### config.mk
export PLATFORM = sky130hd
export DESIGN_NAME = hex_glyph_scanner
export DESIGN_NICKNAME = d
export VERILOG_FILES = /design/src/rtl/glyph_pkg.sv /design/src/rtl/hex_glyph_rom.sv /design/src/rtl/hex_glyph_scanner.sv
export SDC_FILE = /design/constraint.sdc
export NUM_CORES = 1
export LEC_CHECK = 0
export CAP_MARGIN = 40
export CORE_ASPECT_RATIO = 1.2
export CORE_UTILIZATION = 50
export DETAILED_ROUTE_END_ITERATION = 12
export PLACE_DENSITY = 0.75
export SLEW_MARGIN = 20
export SYNTH_ARGS = -nofsm -noshare
export SYNTH_HDL_FRONTEND = slang
export SYNTH_SLANG_ARGS = --single-unit
### constraint.sdc
create_clock -name clk -period 4.43 [get_ports clk]
set_input_delay 1.1075 -clock clk [delete_from_list [all_inputs] [get_ports clk]]
set_output_delay 1.1075 -clock clk [all_outputs]
set_load 0.005 [all_outputs]
### src/rtl/glyph_pkg.sv
// Shared 3x5 hex glyph set for the glyph scanner and its ROM.
// Row r occupies bits [14-3r:12-3r]; column c (0 = left) is bit 12-3r+c.
package glyph_pkg;

  localparam int GLYPH_W = 3;
  localparam int GLYPH_H = 5;

  typedef logic [14:0] glyph_t;

  typedef enum logic {
    ST_IDLE = 1'b0,
    ST_SCAN = 1'b1
  } scan_state_e;

  // Each triple is written col2,col1,col0, so it reads mirrored versus the screen.
  localparam glyph_t GLYPHS [16] = '{
    15'b111_101_101_101_111, // 0
    15'b100_100_100_100_100, // 1
    15'b111_100_111_001_111, // 2
    15'b111_100_111_100_111, // 3
    15'b101_101_111_100_100, // 4
    15'b111_001_111_100_111, // 5
    15'b111_001_111_101_111, // 6
    15'b111_100_100_100_100, // 7
    15'b111_101_111_101_111, // 8
    15'b111_101_111_100_111, // 9
    15'b111_101_111_101_101, // A
    15'b011_101_011_101_011, // B
    15'b111_001_001_001_111, // C
    15'b011_101_101_101_011, // D
    15'b111_001_111_001_111, // E
    15'b111_001_111_001_001  // F
  };

  function automatic logic [2:0] glyph_row(input glyph_t g, input logic [2:0] row);
    case (row)
      3'd0:    return g[14:12];
      3'd1:    return g[11:9];
      3'd2:    return g[8:6];
      3'd3:    return g[5:3];
      3'd4:    return g[2:0];
      default: return 3'b000;
    endcase
  endfunction

  function automatic logic glyph_bit(input logic [3:0] nibble, input logic [2:0] row,
                                     input logic [1:0] col);
    logic [2:0] r;
    r = glyph_row(GLYPHS[nibble], row);
    return (col != 2'd3) ? r[col] : 1'b0;
  endfunction

endpackage

### src/rtl/hex_glyph_rom.sv
// Combinational nibble -> 15-bit glyph lookup.
module hex_glyph_rom
  import glyph_pkg::*;
(
  input  logic [3:0]  nibble_i,
  input  logic [14:0] unused_i,
  output logic [14:0] glyph_o
);
  assign glyph_o = GLYPHS[nibble_i];
endmodule

### src/rtl/hex_glyph_scanner.sv
// Streams an N-digit hex value as a scaled 3x5 glyph raster over valid/ready,
// one pixel per accepted beat, with end-of-line / end-of-frame flags.
module hex_glyph_scanner
  import glyph_pkg::*;
#(
  parameter int N_DIGITS = 4,
  parameter int GAP_COLS = 1,
  parameter int SCALE    = 1
) (
  input  logic                    clk,
  input  logic                    rst_n,
  input  logic                    start,
  input  logic [4*N_DIGITS-1:0]   value,
  input  logic                    blank_lz,
  output logic                    busy,
  output logic                    done,
  output logic                    pix,
  output logic                    pix_valid,
  input  logic                    pix_ready,
  output logic                    pix_eol,
  output logic                    pix_eof
);

  localparam int X_W   = (SCALE > 1) ? $clog2(SCALE) : 1;
  localparam int COL_W = $clog2(GLYPH_W + GAP_COLS);
  localparam int DIG_W = (N_DIGITS > 1) ? $clog2(N_DIGITS) : 1;
  localparam int ROW_W = $clog2(GLYPH_H);

  localparam logic [X_W-1:0]   X_LAST         = X_W'(SCALE - 1);
  localparam logic [COL_W-1:0] COL_GLYPH_LAST = COL_W'(GLYPH_W - 1);
  localparam logic [COL_W-1:0] COL_CELL_LAST  = COL_W'(GLYPH_W - 1 + GAP_COLS);
  localparam logic [DIG_W-1:0] DIG_FIRST      = DIG_W'(N_DIGITS - 1);
  localparam logic [ROW_W-1:0] ROW_LAST       = ROW_W'(GLYPH_H - 1);

  scan_state_e             state_q, state_d;
  logic [X_W-1:0]          xr_q, xr_d, yr_q, yr_d;
  logic [COL_W-1:0]        col_q, col_d;
  logic [DIG_W-1:0]        dig_q, dig_d;
  logic [ROW_W-1:0]        row_q, row_d;
  logic [4*N_DIGITS-1:0]   value_q, value_d;
  logic [N_DIGITS-1:0]     mask_q, mask_d;
  logic                    pix_q, pix_d, eol_q, eol_d, eof_q, eof_d, done_q, done_d;

  logic                    load_px, clear_px;
  logic [N_DIGITS-1:0]     lz_mask;
  logic [3:0]              nib [N_DIGITS];
  logic [3:0]              nib_sel;
  logic [14:0]             glyph_sel;
  logic [2:0]              row_bits;
  logic [COL_W-1:0]        col_last;
  logic                    px_calc, eol_calc, eof_calc;

  // Digit i blanks only when it and every more-significant digit are zero.
  genvar gi;
  generate
    for (gi = 0; gi < N_DIGITS; gi++) begin : g_digit
      if (gi == 0) begin : g_lsd
        assign lz_mask[gi] = 1'b0;
      end else begin : g_upper
        assign lz_mask[gi] = blank_lz && (value[4*N_DIGITS-1:4*gi] == '0);
      end
      assign nib[gi] = value_d[4*gi +: 4];
    end
  endgenerate

  assign nib_sel = nib[dig_d];

  hex_glyph_rom u_rom (
    .nibble_i (nib_sel),
    .unused_i (15'd0),
    .glyph_o  (glyph_sel)
  );

  assign col_last = (dig_q == '0) ? COL_GLYPH_LAST : COL_CELL_LAST;

  always_comb begin
    state_d  = state_q;
    xr_d     = xr_q;
    yr_d     = yr_q;
    col_d    = col_q;
    dig_d    = dig_q;
    row_d    = row_q;
    value_d  = value_q;
    mask_d   = mask_q;
    done_d   = 1'b0;
    load_px  = 1'b0;
    clear_px = 1'b0;
    case (state_q)
      ST_IDLE: begin
        if (start) begin
          state_d = ST_SCAN;
          value_d = value;
          mask_d  = lz_mask;
          xr_d    = '0;
          yr_d    = '0;
          col_d   = '0;
          dig_d   = DIG_FIRST;
          row_d   = '0;
          load_px = 1'b1;
        end
      end
      ST_SCAN: begin
        if (pix_ready) begin
          if (eof_q) begin
            state_d  = ST_IDLE;
            done_d   = 1'b1;
            clear_px = 1'b1;
          end else begin
            load_px = 1'b1;
            // Innermost first: x-replica, cell column, digit, y-replica, row.
            if (xr_q != X_LAST) begin
              xr_d = xr_q + 1'b1;
            end else begin
              xr_d = '0;
              if (col_q != col_last) begin
                col_d = col_q + 1'b1;
              end else begin
                col_d = '0;
                if (dig_q != '0) begin
                  dig_d = dig_q - 1'b1;
                end else begin
                  dig_d = DIG_FIRST;
                  if (yr_q != X_LAST) begin
                    yr_d = yr_q + 1'b1;
                  end else begin
                    yr_d  = '0;
                    row_d = row_q + 1'b1;
                  end
                end
              end
            end
          end
        end
      end
      default: state_d = ST_IDLE;
    endcase
  end

  // Outputs are registered from the next position so they line up with the counters.
  always_comb begin
    row_bits = glyph_row(glyph_sel, 3'(row_d));
    px_calc  = (col_d <= COL_GLYPH_LAST) && !mask_d[dig_d] && row_bits[col_d[1:0]];
    eol_calc = (xr_d == X_LAST) && (col_d == COL_GLYPH_LAST) && (dig_d == '0);
    eof_calc = eol_calc && (yr_d == X_LAST) && (row_d == ROW_LAST);
    pix_d    = pix_q;
    eol_d    = eol_q;
    eof_d    = eof_q;
    if (load_px) begin
      pix_d = px_calc;
      eol_d = eol_calc;
      eof_d = eof_calc;
    end else if (clear_px) begin
      pix_d = 1'b0;
      eol_d = 1'b0;
      eof_d = 1'b0;
    end
  end

  always_ff @(posedge clk) begin
    if (!rst_n) begin
      state_q <= ST_IDLE;
      xr_q    <= '0;
      yr_q    <= '0;
      col_q   <= '0;
      dig_q   <= '0;
      row_q   <= '0;
      value_q <= '0;
      mask_q  <= '0;
      pix_q   <= 1'b0;
      eol_q   <= 1'b0;
      eof_q   <= 1'b0;
      done_q  <= 1'b0;
    end else begin
      state_q <= state_d;
      xr_q    <= xr_d;
      yr_q    <= yr_d;
      col_q   <= col_d;
      dig_q   <= dig_d;
      row_q   <= row_d;
      value_q <= value_d;
      mask_q  <= mask_d;
      pix_q   <= pix_d;
      eol_q   <= eol_d;
      eof_q   <= eof_d;
      done_q  <= done_d;
    end
  end

  assign busy      = (state_q == ST_SCAN);
  assign pix_valid = (state_q == ST_SCAN);
  assign pix       = pix_q;
  assign pix_eol   = eol_q;
  assign pix_eof   = eof_q;
  assign done      = done_q;

endmodule

==> results.md <==
- DRC: 0
- Htree depth: 2
- Worst setup path startpoint: start
- Post-synth ARST share: 0%
- DR WL/cell: 16.16 um
- Final antenna-violating net count: 0
- Core Area: 4359 sq um
- Synth Instances: 270
- Commonest non-fill, non-tap cell in the layout: nand2_1
- Final Hold Vio Count: 0
- I/O Buffers: 26
- Period utilisation layout: 97.80%
- Die Y: 76.88 um
- Max_cap viols: 0
- Antenna diodes: 0
- Overall routing resource usage: 24.75%
- Register clock-pin slew on the reported worst setup and hold paths: 60 ps
- Leading area contributor after synthesis: dfxtp_1
- Yosys cell types: 65
- Hold Slack: 469.9 ps
- Most frequent cells in the layout: nand2_1, dfxtp_1, clkdlybuf4s50_1
- DIE AREA: 4950 sq um
- Hold Buf Count CTS: 0
- Gr ovfl total: 0
- Reg power frac: 40.6%
- Ys flop type: dfxtp_1
- CTS max path bufs: 2
- Layout area overhead: 25.28%
- Ratio of cells with drive above 1 in the final layout: 19.68%
- Routed wl met3: 308 um
- LEAKAGE: 1.162 nW
- Finished Layout Cells: 366
- Top Layer Used: met4
- Slew HR: 57.59%
- Nets: 341
- Data required, critical path: 4620 ps
- Critical path class: primary input to flip-flop
- Max incr delay on CP: 460 ps
- RR Startpoint: dig_q[1]
- Post-synth EDFFs: 0
- CP Capture Type: flip-flop
- Crit start category: primary input
- Vias in the first global route: 2,103
- Top cell type's share of synthesized area: 29.14%
- Net Sw Power: 249.3 uW
- Crit Reg-Reg Endpoint: pix
- Worst path cell trace: clkdlybuf4s50_1 -> nor2b_2 -> a311o_2 -> and2_4 -> mux4_2 -> a21oi_4 -> ha_4 -> and3_1 -> mux2i_2 -> a2111oi_2 -> a211o_1 -> a32o_2 -> o2111ai_2 -> o311ai_2 -> o311ai_1
- Drt pass-1 iters: 5
- Starting Density: 53.59%
- Via-to-Cell Ratio: 6.036
- Syn_nets: 300
- Cts bufs inserted: 5
- Antenna violations before repair: 0
- I/O pin total: 27
- Synth Register Bits: 34
- Post-Syn Area per Cell: 8.652 sq um
- Final GP Congestion: 1.057
- Met2 routed WL: 3076 um
- Synthesis Warnings: 0
- Comb pwr share: 30.6%
- Net Sw Frac: 30.95%
- Vias: 2,209
- Status: complete, no violations
- Chip width: 64.40 um
- WL final: 5915 um
- Skew-Pair Late Insertion Delay: 290 ps
- Crit path max-delay cell type: mux4_2
- M1 wire length: 2415 um
- Setup TNS Final: 0 ps
- Fin crit period: 4333 ps
- Slew @ Worst Pin: 618.4 ps
- Worst VDD drop: 188.7 uV
- Worst clock skew: 13.28 ps
- Pwr/cell area: 275.3 nW/um^2
- First-pass GRT wire length: 9660 um
- Critical path peak fanout: 3
- Worst EP arrival: 4520 ps
- Slew Limit Fails: 0
- Final setup viols: 0
- TritonCTS sink count: 34
- R2R Setup Slk: 320 ps
- Num rows: 26
- Starting DRT DRC Count: 266
- Overall power: 805.6 uW
- TritonCTS clock tree: yes
- Seq/Total Area, Yosys: 29.14%
- Setup crit end: pix
- Largest net degree at the start of global routing: 36
- Detail Placement HPWL: 4305 um
- Synthesized cell area: 2336 sq um
- Clock group share of total power: 28.8%
- Worst Hold Class: flip-flop to flip-flop
- Top post-synthesis cells by area: dfxtp_1, nand2_1, ha_1
- Worst reg2reg path depth: 16
- Fmax: 0.2308 GHz
- DP Cell Count: 358
- Critical hold path startpoint: value_q[4]
- Pint: 556.3 uW
- Root Driver: clkbuf_8
-- cells by family (layout without fill, tap and decap cells) --
| kind of cell | count (synthesis) | in the layout | share of synthesized area, % |
|---|---|---|---|
| AO/OA/AOI/OAI | 66 | 66 | 22.44 |
| XOR/XNOR | 2 | 2 | 1.071 |
| adder cells (fa/ha/maj) | 9 | 9 | 4.821 |
| buffers and inverters | 27 | 67 | 5.195 |
| flip-flops | 34 | 34 | 29.14 |
| multiplexers | 20 | 20 | 10.98 |
| AND/OR/NAND/NOR | 112 | 112 | 26.35 |
-- critical path, delay by kind of cell --
| kind | cells | cell delay, ps |
|---|---|---|
| simple gates | 3 | 500 |
| compound gates | 8 | 1620 |
| buf+inv | 1 | 410 |
| mux | 2 | 670 |
| fa+ha+maj | 1 | 220 |
-- repair_timing --
action                                  4_1_cts  5_1_grt
gates resized for setup                       0       16
endpoints found under the setup margin        0        1
buffers inserted                              0        2
-- layer usage --
metal  vias up  global-route usage [%]
li1       1065                       -
met1      1054                   28.62
met2        77                   44.32
met3        13                   3.720
met4         0                   10.22
met5         -                       0
-- sequential cells by signal, indices dropped and copies added, names as in the netlist --
register,count
row_q,3
col_q,2
pix_eol,1
mask_q,4
busy,1
pix_eof,1
value_q,16
done,1
pix,1
dig_q,2
yr_q,1
xr_q,1
-- layout make-up --
type	count	area (sq um)
Clock buffer	6	82.58
Tap cell	56	70.07
Timing Repair Buffer	50	446.7
Inverter	11	41.29
Fill cell	377	1433
Sequential cell	34	680.7
Multi-Input combinational cell	209	1605
-- worst min-delay path by stage --
stage                            end  slack [ps]  cells past startpoint
after floorplan           value_q[8]         440                      2
after global placement    value_q[8]         450                      2
after detailed placement  value_q[5]         460                      2
after CTS                 value_q[5]         470                      2
after global routing      value_q[5]         480                      2
final                     value_q[4]         470                      2
-- power groups by stage --
stage / combinational, mW / sequential [mW] / clock [mW]
floorplan: 0.154 / 0.330 / 0
global placement: 0.225 / 0.333 / 0
detailed placement: 0.227 / 0.333 / 0
CTS: 0.228 / 0.327 / 0.237
global route: 0.266 / 0.329 / 0.251
finish: 0.246 / 0.327 / 0.232
-- Yosys cell counts (2+ instances only) --
library cell / number
a32oi_1: 3
nor4_1: 3
nor2_1: 11
mux2_2: 4
nand2b_1: 2
nand2_1: 37
and3_1: 6
o211ai_1: 2
a211o_1: 2
o21ai_0: 8
buf_4: 2
mux4_2: 4
ha_1: 9
nor3_1: 4
a21boi_0: 13
a21oi_1: 10
a31oi_1: 3
o2111ai_1: 3
o22ai_1: 2
dfxtp_1: 34
nand3_1: 9
nand4b_1: 2
clkbuf_1: 6
and4_1: 2
mux2i_1: 11
nand4_1: 4
and2_1: 10
nor2b_1: 11
o311ai_1: 2
buf_1: 3
inv_1: 11
buf_2: 4
-- per-stage QoR --
| stage | setup slack (ps) | util [%] | area, sq um |
|---|---|---|---|
| after floorplan | 112.2 | - | 2336 |
| after global placement | -214.3 | 63.12 | 2751 |
| after detailed placement | -277.4 | 63.12 | 2751 |
| after CTS | 6.261 | 65.01 | 2834 |
| after global routing | -5.171 | 67.14 | 2927 |
| final | 97.35 | 67.14 | 2927 |
Power figures use the tool's default switching activity.
==> RTL change 1, RTL diff (same settings) <==
`N_DIGITS`: 4 -> 8.
--- a/src/rtl/hex_glyph_scanner.sv
+++ b/src/rtl/hex_glyph_scanner.sv
@@ -4,5 +4,5 @@
   import glyph_pkg::*;
 #(
-  parameter int N_DIGITS = 4,
+  parameter int N_DIGITS = 8,
   parameter int GAP_COLS = 1,
   parameter int SCALE    = 1
Interface: changed (resized value); port bits go from 27 to 43. No check against the original RTL was run, so the function may have changed too.
==> RTL change 1 against the unedited design <==
- total power rose by 44%
- first-iteration DRC count fell by 44%
- critical endpoint unchanged
- worst setup slack gained 0.17 ns
- cell area up 37%
- sequential cell count rose by 21
- critical path type unchanged
- count of clock-buffer cells in the layout is 1 lower
- synthesized area grew 43%
- sequential power increased by 63%
- routed wire length increased by 37%
==> RTL change 1: results (changes against the unedited design) <==
status=finished, final reports clean (unchanged); number of global-route vias before repair=2,856 (was 2,103); sequential area share after synthesis=0.3301 (was 0.2914); port bufs=42 (was 26); fillers=606 (was 377); clock slew at reported path FFs=0.11 ns (was 0.06 ns); met1 usage=0.3103 (was 0.2862); layout cells sized above 1=0.1302 (was 0.1968); synth cell count leaders=nand2_1 (78), dfxtp_1 (55), a21boi_0 (31) (was nand2_1 (37), dfxtp_1 (34), a21boi_0 (13)); Post-DP HPWL=6.136 mm (was 4.305 mm); TritonRoute pass-1 iters=4 (was 5); WL met1=3.769 mm (was 2.415 mm); Net Count, Synth=450 (was 300); Synth Area in XOR/XNOR=0.01350 (was 0.01071); mux cell area share after synthesis=0.05964 (was 0.1098); post-place setup slack=-0.2125 ns (was -0.2774 ns); post-synthesis cell type count=63 (was 65); crit-path max FO=7 (was 3); Routed WL per cell=15.06 um (was 16.16 um); clock skew=0.006245 ns (was 0.01328 ns); clk_lat worst skew=0.32 ns (was 0.29 ns); initial drt markers=150 (was 266); Placer Congestion=0.8889 (was 1.057); synth top area cells=dfxtp_1 (33%), nand2_1 (8.8%), a21boi_0 (7.0%) (was dfxtp_1 (29%), nand2_1 (5.9%), ha_1 (4.8%)); nets=499 (was 341); first-pass GRT wire length=13.59 mm (was 9.660 mm); GRT Total Usage=0.2416 (was 0.2475); met2 usage=0.4167 (was 0.4432); maximum vdd drop=151.8 uV (was 188.7 uV); routed vias/inst=5.641 (was 6.036); area fraction in compound gates after synthesis=0.2314 (was 0.2244); Slowest cell on crit path=clkdlybuf4s50_1 (was mux4_2); Max stage delay on crit path=0.50 ns (was 0.46 ns); leakage=1.493 nW (was 1.162 nW); top flop regs=value_q: 32 flops, mask_q: 8 flops (was value_q: 16 flops, mask_q: 4 flops, row_q: 3 flops); Worst Tran Pin Value=0.6070 ns (was 0.6184 ns); WL met2=3.943 mm (was 3.076 mm)
[RTL change 1: changes by cell type after synthesis, moves of 7 or more]
cell / unedited run / this run
nand2_1: 37 / 78
dfxtp_1: 34 / 55
a21boi_0: 13 / 31
o21ai_0: 8 / 22
clkbuf_1: 6 / 14
nor2_1: 11 / 19
buf_6: 1 / 8
[RTL change 1: area by class of cell]
cell class | count | area (um^2) | area share
multi-input combinational | 311 | 2029 | 0.5062
sequential | 55 | 1101 | 0.2747
clock inverter | 3 | 26.28 | 0.006554
inverter | 9 | 33.78 | 0.008427
clock buffer | 5 | 68.82 | 0.01717
timing repair buffer | 70 | 643.1 | 0.1604
tap | 85 | 106.4 | 0.02653
[RTL change 1: power breakdown]
group          internal (mW)  switching [mW]  total, mW
registers              0.516          0.0157      0.532
clock network          0.118           0.180      0.298
logic                  0.160           0.169      0.329
total                  0.794           0.364       1.16
[RTL change 1: through the flow]
| stage | cells | hold slack [ns] | area, um^2 |
|---|---|---|---|
| after floorplan | 403 | 0.4359 | 3336 |
| after global placement | 530 | 0.4506 | 3908 |
| after detailed placement | 530 | 0.4542 | 3908 |
| after CTS | 538 | 0.4710 | 4003 |
| after global routing | 538 | 0.4845 | 4009 |
| final | 538 | 0.4734 | 4009 |
[RTL change 1: path summary, 6_finish.rpt]
kind                               start                endpoint  slack (ns)
setup / recovery               pix_ready        pix$_SDFFE_PN0P_        0.27
hold / removal    value_q[25]$_SDFF_PN0_  value_q[25]$_SDFF_PN0_        0.47
setup reg to reg     dig_q[0]$_SDFF_PN0_        pix$_SDFFE_PN0P_        0.89
hold reg to reg   value_q[25]$_SDFF_PN0_  value_q[25]$_SDFF_PN0_        0.47
[RTL change 1: repair_timing]
item                                    4_1_cts  5_1_grt
resized for setup                             0        2
endpoints found under the setup margin        0        1
hold buffers                                  0        0
==> RTL change 2, RTL diff (same flow settings) <==
Without the edit above. Make the reset (`rst_n`) asynchronous in one clocked block.
--- a/src/rtl/hex_glyph_scanner.sv
+++ b/src/rtl/hex_glyph_scanner.sv
@@ -157,5 +157,5 @@
   end
 
-  always_ff @(posedge clk) begin
+  always_ff @(posedge clk or negedge rst_n) begin
     if (!rst_n) begin
       state_q <= ST_IDLE;
Behaviour: differs if rst_n is asserted again (counterexample within 4 cycles, from zero or initial values and one cycle with rst_n low); with rst_n held inactive, the same outputs for 10 cycles.
==> RTL change 2 against the unedited design <==
- worst setup slack gained 0.16 ns
- die area fell by 3.9%
- fmax increased by 3.9%
- cell area decreased by 9.6%
- synthesized area down 4.0%
- routed wire length is 19% lower
- final cell count is 12% lower
- sequential cell count is the same
Power is not compared: it rests on default switching activity, and its combinational part moved more than twofold at a synthesized area within 25%.
==> RTL change 2: results (changes against the unedited design) <==
TritonRoute pass-1 iters=4 (was 5); origin of the critical flop-to-flop path=dig_q[0]$_DFF_PN0_ (was dig_q[1]$_SDFF_PN0_); crit-path max FO=8 (was 3); met1 usage=0.2631 (was 0.2862); status=finished, final reports clean (unchanged); routed vias/inst=5.557 (was 6.036); post-synthesis cell type count=62 (was 65); synth cell count leaders=nand2_1 (66), dfrtp_1 (34), nor2_1 (10) (was nand2_1 (37), dfxtp_1 (34), a21boi_0 (13)); CP arrival=4.37 ns (was 4.52 ns); mux cell area share after synthesis=0.1194 (was 0.1098); adder-cell share of the synthesized area=0.05020 (was 0.04821); reg-to-reg slack, setup=0.98 ns (was 0.32 ns); largest net degree at the start of global routing=35 (was 36); post-place setup slack=0.03471 ns (was -0.2774 ns); min-delay src=value_q[2]$_DFF_PN0_ (was value_q[4]$_SDFF_PN0_); Clock-cell share=0.04021 (was 0.02822); met3 WL post-DR=118 um (was 308 um); initial drt markers=147 (was 266); met2 usage=0.3823 (was 0.4432); inverters=9 (was 11); routing usage on met3=0.02994 (was 0.03720); clock skew=0.006577 ns (was 0.01328 ns); Max stage delay on crit path=0.59 ns (was 0.46 ns); Net Count, Synth=266 (was 300); Storage cell area=850.8 um^2 (was 680.7 um^2); Signal buf overhead=0.1287 (was 0.1526); Routed WL per cell=14.86 um (was 16.16 um); WHS Endpoint=value_q[2]$_DFF_PN0_ (was value_q[4]$_SDFF_PN0_); Post-DP HPWL=3.520 mm (was 4.305 mm); first-pass GRT wire length=7.914 mm (was 9.660 mm); predominant post-synthesis flop cell=dfrtp_1 (was dfxtp_1); Buffers, non-clock=35 (was 50); number of global-route vias before repair=1,784 (was 2,103); WL met1=2.188 mm (was 2.415 mm); area fraction in compound gates after synthesis=0.1294 (was 0.2244); Slowest cell on crit path=clkdlybuf4s50_1 (was mux4_2); synth top area cells=dfrtp_1 (38%), nand2_1 (11%), ha_1 (5.0%) (was dfxtp_1 (29%), nand2_1 (5.9%), ha_1 (4.8%)); clock buffers=7 (was 6); sequential area share after synthesis=0.3793 (was 0.2914)
## RTL change 2: cell types whose count changed after synthesis, moves of 4 or more
| cell | unedited run | this run |
|---|---|---|
| a21boi_0 | 13 | 0 |
| a21oi_1 | 10 | 5 |
| and2_1 | 10 | 1 |
| and3_1 | 6 | 1 |
| buf_6 | 1 | 7 |
| clkbuf_1 | 6 | 0 |
| dfrtp_1 | 0 | 34 |
| dfxtp_1 | 34 | 0 |
| inv_1 | 11 | 7 |
| mux2_4 | 0 | 5 |
| mux4_2 | 4 | 0 |
| nand2_1 | 37 | 66 |
| nor2b_1 | 11 | 1 |
## RTL change 2: how the worst max path moves through the flow
| stage | startpoint | end | slack (ns) |
|---|---|---|---|
| after floorplan | pix_ready | pix$_DFFE_PN0P_ | 0.69 |
| after global placement | pix_ready | pix$_DFFE_PN0P_ | 0.09 |
| after detailed placement | pix_ready | pix$_DFFE_PN0P_ | 0.03 |
| after CTS | pix_ready | pix$_DFFE_PN0P_ | 0.31 |
| after global routing | pix_ready | pix$_DFFE_PN0P_ | 0.008 |
| final | pix_ready | pix$_DFFE_PN0P_ | 0.26 |
## RTL change 2: per-stage QoR
step | util | power (mW) | cell area (um^2) | hold slack, ns | instances
finish | 0.6160 | 1.586 | 2645 | 0.4732 | 323
global route | 0.6160 | 1.689 | 2645 | 0.4960 | 323
CTS | 0.6160 | 1.580 | 2645 | 0.4748 | 323
detailed placement | 0.5912 | 1.298 | 2539 | 0.4580 | 315
global placement | 0.5912 | 1.285 | 2539 | 0.4532 | 315
floorplan | - | 1.093 | 2243 | 0.4357 | 236
## RTL change 2: where the power goes
group          internal (mW)  switching [mW]  total, mW
Sequential             0.364          0.0406      0.404
Clock                  0.168           0.108      0.276
Combinational          0.418           0.487      0.905
Total                  0.950           0.636       1.59
